### config.mk
export PLATFORM = sky130hd
export DESIGN_NAME = sample_ntt_rejection
export DESIGN_NICKNAME = d
export VERILOG_FILES = /design/src/rtl/sample_ntt_rejection_pkg.sv /design/src/rtl/sample_ntt_rejection_triple_parse.sv /design/src/rtl/sample_ntt_rejection.sv
export SDC_FILE = /design/constraint.sdc
export NUM_CORES = 2
export LEC_CHECK = 0
export ABC_AREA = 1
export CORE_AREA = 10 10 524 526
export CTS_CLUSTER_SIZE = 25
export DETAILED_ROUTE_END_ITERATION = 8
export DIE_AREA = 0 0 534 536
export SYNTH_ARGS = -nofsm -noshare
export SYNTH_HDL_FRONTEND = slang
export SYNTH_SLANG_ARGS = --single-unit
### constraint.sdc
create_clock -name clk -period 5.3 [get_ports clk]
set_input_delay 1.06 -clock clk [delete_from_list [all_inputs] [get_ports clk]]
set_output_delay 1.06 -clock clk [all_outputs]
set_load 0.03 [all_outputs]
### src/rtl/sample_ntt_rejection_pkg.sv
`default_nettype none
// ============================================================================
// Module   : sample_ntt_rejection_pkg
// Purpose  : Shared ML-KEM keygen constants and the NTT sampler state encoding.
// Revision : 1.0 - initial release
// ============================================================================
package sample_ntt_rejection_pkg;

    localparam int KG_Q         = 3329;
    localparam int KG_N         = 256;
    localparam int KG_COEF_W    = 12;
    localparam int KG_RATE      = 1344;
    localparam int KG_BLK_BYTES = KG_RATE / 8;
    localparam int KG_TRIPLES   = KG_BLK_BYTES / 3;

    typedef enum logic [1:0] {
        IDLE     = 2'd0,
        WAIT_BLK = 2'd1,
        PARSE_D1 = 2'd2,
        PARSE_D2 = 2'd3
    } state_t;

endpackage
`default_nettype wire

### src/rtl/sample_ntt_rejection_triple_parse.sv
`default_nettype none
// ============================================================================
// Module   : triple_parse
// Purpose  : Splits one 3-byte group into two 12-bit candidates and flags
//            which of them fall below the modulus.
// Revision : 1.0 - initial release
// ============================================================================
module triple_parse
    import sample_ntt_rejection_pkg::*;
#(
    parameter int Q      = KG_Q,
    parameter int COEF_W = KG_COEF_W
) (
    input  logic [2*COEF_W-1:0] i_triple,
    output logic [COEF_W-1:0]   o_d1,
    output logic [COEF_W-1:0]   o_d2,
    output logic                o_ok1,
    output logic                o_ok2
);

    // With bytes packed little-endian, {b1[3:0],b0} and {b2,b1[7:4]} are
    // simply the low and high halves of the 24-bit group.
    assign o_d1  = i_triple[COEF_W-1:0];
    assign o_d2  = i_triple[2*COEF_W-1:COEF_W];
    assign o_ok1 = (o_d1 < COEF_W'(Q));
    assign o_ok2 = (o_d2 < COEF_W'(Q));

endmodule
`default_nettype wire

### src/rtl/sample_ntt_rejection.sv
`default_nettype none
// ============================================================================
// Module   : sample_ntt_rejection
// Purpose  : Pulls SHAKE128 rate blocks and rejection-samples 12-bit
//            candidates against q, streaming N accepted coefficients.
// Revision : 1.0 - initial release
// ============================================================================
module sample_ntt_rejection
    import sample_ntt_rejection_pkg::*;
#(
    parameter int Q      = KG_Q,
    parameter int N      = KG_N,
    parameter int RATE   = KG_RATE,
    parameter int COEF_W = KG_COEF_W
) (
    input  logic              clk,
    input  logic              rst_n,
    input  logic              i_start,
    output logic              o_busy,
    input  logic              i_xof_valid,
    input  logic [RATE-1:0]   i_xof_data,
    output logic              o_xof_req,
    output logic              o_coef_valid,
    input  logic              i_coef_ready,
    output logic [COEF_W-1:0] o_coef,
    output logic [7:0]        o_coef_idx,
    output logic              o_done
);

    localparam int TRIPLE_W = 2 * COEF_W;
    localparam int TRIPLES  = RATE / TRIPLE_W;
    localparam int J_W      = $clog2(TRIPLES);

    localparam logic [J_W-1:0] c_last_j   = J_W'(TRIPLES - 1);
    localparam logic [8:0]     c_last_cnt = 9'(N - 1);

    state_t              r_state;
    logic [RATE-1:0]     r_buf;
    logic [J_W-1:0]      r_j;
    logic [8:0]          r_cnt;

    logic [TRIPLE_W-1:0] w_triples [TRIPLES];
    logic [TRIPLE_W-1:0] w_triple;
    logic [COEF_W-1:0]   w_d1;
    logic [COEF_W-1:0]   w_d2;
    logic                w_ok1;
    logic                w_ok2;
    logic                w_last;

    for (genvar g = 0; g < TRIPLES; g++) begin : g_triple
        assign w_triples[g] = r_buf[TRIPLE_W*g +: TRIPLE_W];
    end

    assign w_triple = w_triples[r_j];
    assign w_last   = (r_cnt == c_last_cnt);

    triple_parse #(
        .Q      (Q),
        .COEF_W (COEF_W)
    ) u_triple_parse (
        .i_triple (w_triple),
        .o_d1     (w_d1),
        .o_d2     (w_d2),
        .o_ok1    (w_ok1),
        .o_ok2    (w_ok2)
    );

    // Stream outputs decode purely from registered state, so they stay
    // stable through a ready stall and have no input-to-output path.
    assign o_coef_valid = ((r_state == PARSE_D1) && w_ok1) ||
                          ((r_state == PARSE_D2) && w_ok2);
    assign o_coef       = (r_state == PARSE_D2) ? w_d2 : w_d1;
    assign o_coef_idx   = r_cnt[7:0];

    always_ff @(posedge clk or negedge rst_n) begin
        if (!rst_n) begin
            r_state   <= IDLE;
            r_buf     <= '0;
            r_j       <= '0;
            r_cnt     <= '0;
            o_xof_req <= 1'b0;
            o_done    <= 1'b0;
            o_busy    <= 1'b0;
        end else begin
            o_xof_req <= 1'b0;
            o_done    <= 1'b0;
            if (o_done) begin
                o_busy <= 1'b0;
            end
            if (i_start) begin
                r_state <= WAIT_BLK;
                r_j     <= '0;
                r_cnt   <= '0;
                o_busy  <= 1'b1;
            end else begin
                case (r_state)
                    IDLE: begin
                        r_state <= IDLE;
                    end
                    WAIT_BLK: begin
                        if (i_xof_valid) begin
                            r_buf     <= i_xof_data;
                            r_j       <= '0;
                            o_xof_req <= 1'b1;
                            r_state   <= PARSE_D1;
                        end
                    end
                    PARSE_D1: begin
                        if (!w_ok1) begin
                            r_state <= PARSE_D2;
                        end else if (i_coef_ready) begin
                            r_cnt <= r_cnt + 9'd1;
                            if (w_last) begin
                                o_done  <= 1'b1;
                                r_state <= IDLE;
                            end else begin
                                r_state <= PARSE_D2;
                            end
                        end
                    end
                    PARSE_D2: begin
                        if (w_ok2 && i_coef_ready && w_last) begin
                            r_cnt   <= r_cnt + 9'd1;
                            o_done  <= 1'b1;
                            r_state <= IDLE;
                        end else if (!w_ok2 || i_coef_ready) begin
                            if (w_ok2) begin
                                r_cnt <= r_cnt + 9'd1;
                            end
                            if (r_j == c_last_j) begin
                                r_state <= WAIT_BLK;
                            end else begin
                                r_j     <= r_j + 1'b1;
                                r_state <= PARSE_D1;
                            end
                        end
                    end
                    default: begin
                        r_state <= IDLE;
                    end
                endcase
            end
        end
    end

endmodule
`default_nettype wire

Yosys cells after proc, flatten, opt, wreduce, memory -nomap -nowiden --
Cells that the tools add are included.
Word-level totals: bits in registers 1364, bits of input ports 1349, output and inout bits 24, word-level logic and storage cells 80
Operators by class: $add $sub $neg 2, $lt $le $gt $ge 3, equal/unequal tests 14, muxes and demuxes 37, bitwise logic cells 2, reduce and logical (&&, ||, !) cells 15
Operators with widths (number):
- 24-bit binary-select mux with 6-bit select | 1
- 9-bit 2-to-1 mux | 6
- 24-bit 2-to-1 mux | 2
- 6-bit 2-to-1 mux | 5
- 12-bit < comparator (second input constant) | 2
- 9-bit case mux with 2 select lines | 1
- 2-bit 2-to-1 mux | 8
- 3-bit inequality test (second input constant) | 5
- 12-bit 2-to-1 mux | 1
- 6-bit case mux with 2 select lines | 1
- 1-bit 2-to-1 mux | 10
- 5-bit AND reduction | 2
- 9-bit by 1-bit adder with 9-bit output (second input constant) | 1
- 9-bit by 8-bit == test with 1-bit output (second input constant) | 1
- 2-bit case mux with 4 select lines | 1
- 7-bit >= comparator (second input constant) | 1
- 6-bit NOT with 7-bit output | 1
- 6-bit by 1-bit adder with 6-bit output (second input constant) | 1
- 6-bit == test (second input constant) | 1
- 3-bit AND reduction | 2
- 3-bit nonzero test | 2
- 2-bit == test (second input constant) | 2
- 1-bit logical AND | 4
- 4-bit by 2-bit inequality test with 1-bit output (second input constant) | 1
- 10 further kinds | 11

Depth between registers and ports, before layout --
word-level depth 11, mapped depth 24, depth with buffers taken out 22

By module --
From an unflattened synthesis, not the netlist that was laid out.
Unflattened totals: cell total of the unflattened synthesis 9235, area, all modules 67217.0 sq um
Modules (own cells, without submodules):
- sample_ntt_rejection | instances 1, cells an instance 9167, area each 66849.1 sq um, seq. area each 34132.7 sq um
- triple_parse | instances 1, cells an instance 68, area each 367.9 sq um, seq. area each 0.0 sq um

Least setup slack after synthesis --
No wires, ideal clock.
kind reg-to-output, from register r_j[0], to output port o_coef[0], arrival time 2.238 ns, required time 4.240 ns, setup slack 2.002 ns, stages on the path, launching flop included 14, buffers on the path 4, cell sequence dfrtp_1 > buf_6 > inv_4 > buf_6 > buf_2 > buf_2 > nor2_1 > o22ai_1 > nand2_1 > nand2_1 > nand3_1 > nand2_1 > nand2_1 > o21ai_0
On the way: cells in the longest elaborated chain, start to end 5
RTL lines:
- start, declared | line sample_ntt_rejection.sv:39 | logic [J_W-1:0] r_j;
- start signal, assigned | line sample_ntt_rejection.sv:133 | r_j <= r_j + 1'b1;
- 6-bit NOT with 7-bit output (not written as such) | line sample_ntt_rejection.sv:54 | assign w_triple = w_triples[r_j];
- 24-bit binary-select mux with 6-bit select | line sample_ntt_rejection.sv:54
- 24-bit 2-to-1 mux (not written as such) (2 in a row) | line sample_ntt_rejection.sv:54
- 12-bit 2-to-1 mux | line sample_ntt_rejection.sv:72 | assign o_coef = (r_state == PARSE_D2) ? w_d2 : w_d1;
- end, declared | line sample_ntt_rejection.sv:25 | output logic [COEF_W-1:0] o_coef,
Every way passes these cells. The select of a mux whose other input is x is not followed.

Final worst setup path --
from register r_j[0], to output port o_coef_valid
On the way: cells in the longest elaborated chain, start to end 7, elaborated cells between the ends (all ways) 9, those cells by class 2 x order compare; 3 x mux; 1 x bitwise; 3 x reduce/logical
RTL lines:
- 6-bit NOT with 7-bit output (not written as such) (*) | line sample_ntt_rejection.sv:54
- 24-bit binary-select mux with 6-bit select (*) | line sample_ntt_rejection.sv:54
- 24-bit 2-to-1 mux (not written as such) (*) (2 in a row) | line sample_ntt_rejection.sv:54
- 12-bit < comparator (on tied branches) | line sample_ntt_rejection_triple_parse.sv:25, sample_ntt_rejection_triple_parse.sv:26
- 1-bit logical AND (on tied branches) | line sample_ntt_rejection.sv:70, sample_ntt_rejection.sv:71
- 1-bit logical OR (*) | line sample_ntt_rejection.sv:70 | assign o_coef_valid = ((r_state == PARSE_D1) && w_ok1) ||
- end, declared | line sample_ntt_rejection.sv:23 | output logic o_coef_valid,
Every way passes the cells marked *; elsewhere a longest branch is shown, timed or not. The select of a mux whose other input is x is not followed.

==> impl_metrics.json <==
{
  "outcome": "finished, violations left",
  "violations": "setup timing",
  "crit_top_cell": "nand2_1",
  "critPathLaunchType": "flip-flop",
  "final_common_cell": "nand2_1",
  "dieArea_um2": 286000,
  "clk_latency_ns": 0.82,
  "wl_per_cell_um": 24.6,
  "vdd_drop_max_uv": 313,
  "reg2reg_depth": 19,
  "io_buffers": 1372,
  "worstPathRequired_ns": 4.24,
  "synth_edf_count": 0,
  "yosysWarnings": 0,
  "ys_types": 40,
  "skew_ns": 0.0431,
  "htree_levels": 4,
  "drc_errors": 0,
  "final.setup.tns_ns": -0.0859,
  "cts_made_buffers": 163,
  "placed_area_um2": 83700,
  "fin_ws_ns": -0.0859,
  "fin_nets": 11700,
  "synthCells": 9156,
  "worstMarginPinSlew_ns": 1.01,
  "die_w_um": 534,
  "post-place-ws_ns": 0.00240,
  "slew_headroom_pct": 32.9,
  "reg2reg_from": "r_j[0]",
  "nFillCells": 28300,
  "finalWirelength_mm": 346,
  "grtUsageTotal_pct": 23.0,
  "power.density_nw_per_um2": 520,
  "synth_ff_type": "dfrtp_1",
  "fp.coreArea_um2": 264000,
  "clk_pin_slew_ns": 0.06,
  "clkSinkCount": 1364,
  "synthToLayoutAreaGrowth_pct": 37.4,
  "avgSynthCellArea_um2": 7.20,
  "seq_area_frac_synth_pct": 51.8,
  "drtPass1Iterations": 6,
  "fmaxAchievable_ghz": 0.186,
  "ys_ff_latch": 1364,
  "slew_violations": 0,
  "dp.final_hpwl_mm": 261,
  "async_flop_share_pct": 100,
  "antenna_found_initial": 151,
  "total_leakage_power_nw": 44.4,
  "routabilityCongestion": 0.922,
  "crit_chain": "buf_16 -> buf_16 -> buf_12 -> o211ai_1 -> nand3_1 -> nand3_1 -> nand2_4 -> nand2_2 -> nand2_1 -> nand2_1 -> nand2_1 -> clkinv_1 -> nand2_1 -> nand3_1 -> and2_4 -> nand2_4 -> nand2_8 -> buf_4",
  "vias_per_cell": 4.64,
  "finalSetupViolCount": 1,
  "timing.hold.ws_ns": 0.110,
  "crit_path_max_incr_delay_ns": 0.61,
  "cts_tree": "built",
  "final_hold_viol_count": 0,
  "crit_buf_inv": 5,
  "clockBufferDepth": 3,
  "timing_worst_setup_path_type": "flip-flop to primary output",
  "grt_max_degree": 157,
  "end_kind": "primary output",
  "io_pins": 1373,
  "drive_above_1_share_pct": 5.82,
  "die_h_um": 536,
  "period_share_pct": 102,
  "reg2reg_slack_ns": 0.88,
  "grt_pass1_vias": 64500,
  "grt_pass1_wl_mm": 480,
  "min_period_ns": 5.39,
  "slowest_stage": "o211ai_1",
  "synth_nets": 10500,
  "fin_area_um2": 90600,
  "cts_root_buf": "clkbuf_16",
  "r2r-end": "r_cnt[2]",
  "start_util_pct": 25.0,
  "netlist_area_um2": 65900,
  "hold_path_class": "input port to async pin",
  "arrival_ns": 4.33,
  "grt_setup_unrepaired": "true",
  "placementRows": 189,
  "cp_max_fo": 46,
  "final_cell_mix": "nand2_1, dfrtp_1, clkdlybuf4s50_1, nor2_1, nand3_1",
  "drv_cap": 0,
  "power_mw": 47.1,
  "drt_iter0_drc": 6578,
  "antenna_left": 0,
  "grt_overflow_total": 0,
  "dr_total_vias": 65400,
  "crit_family": "simple AND/OR/NAND/NOR gates"
}
-- layout make-up --
class | count | area (um^2) | area share, %
flip-flops and latches | 1364 | 34100 | 37.7
multi-input cells | 6916 | 28100 | 31.0
repair buffers | 1594 | 16800 | 18.5
clock buffers | 235 | 4700 | 5.19
well taps | 3533 | 4420 | 4.88
inverters | 289 | 1140 | 1.26
clock inverters | 63 | 1110 | 1.22
diodes | 79 | 198 | 0.218
repair inverters | 2 | 17.5 | 0.0193
-- power by group --
part           switching, mW  internal [mW]
Combinational           10.2           5.76
Clock                   5.04           7.13
Sequential              3.32           15.6
Total                   18.6           28.5
-- worst max-delay path by stage --
stage	start	end	slack, ns	cells after the start
after floorplan	r_j[0]	o_coef[0]	2.00	13
after global placement	r_j[0]	o_coef[2]	-0.18	12
after detailed placement	r_j[0]	o_coef_valid	0.002	17
after CTS	r_j[1]	o_coef_valid	-0.15	18
after global routing	r_j[0]	o_coef_valid	-0.22	21
final	r_j[0]	o_coef_valid	-0.09	18
-- timing repair --
| item | in CTS | in global routing |
|---|---|---|
| pin swaps | 10 | 2 |
| gates cloned | 9 | 3 |
| endpoints found under the setup margin | 13 | 10 |
| hold buffers | 0 | 0 |
| gates resized for setup | 117 | 21 |
| buffers inserted | 13 | 1 |
-- synthesized netlist by cell type, types with 36 or more instances --
master	count	share of area, %
nand2_1	5140	29
dfrtp_1	1364	52
o211ai_1	46	0.52
inv_1	277	1.6
a21oi_1	85	0.65
buf_4	81	0.92
nor2_1	579	3.3
buf_6	36	0.61
o21ai_0	410	3.1
nand3_1	559	4.2
clkbuf_1	322	1.8
buf_2	131	0.99
-- layer usage --
metal  up-vias  GRT usage [%]  wire length [um]
met1     31300           29.3            143000
li1      30600              -                 -
met5         -              0               605
met3       605           5.87             27200
met4        90           8.68             13300
met2      2753           37.5            162000
-- logic make-up after synthesis --
logic type | count (synthesis) | share of synthesized area [%]
AOI/OAI and AO/OA | 578 | 4.64
xor gates and xnor gates | 5 | 0.0664
adders and majority gates | 3 | 0.0569
buffers and inverters | 876 | 6.13
DFF | 1364 | 51.8
and+or+nand+nor | 6330 | 37.3
-- stage by stage --
stage,util [%],std cells
floorplan,-,9156
global placement,31.7,13700
detailed placement,31.7,13700
CTS,34.2,14000
global route,34.3,14100
finish,34.3,14100
-- registers in the layout, summed over array words and instances (netlist names) --
register / cells
o_busy: 1
r_buf: 1344
r_j: 6
o_xof_req: 1
r_cnt: 9
r_state: 2
o_done: 1
No activity file was read; power rests on OpenSTA's default activity.
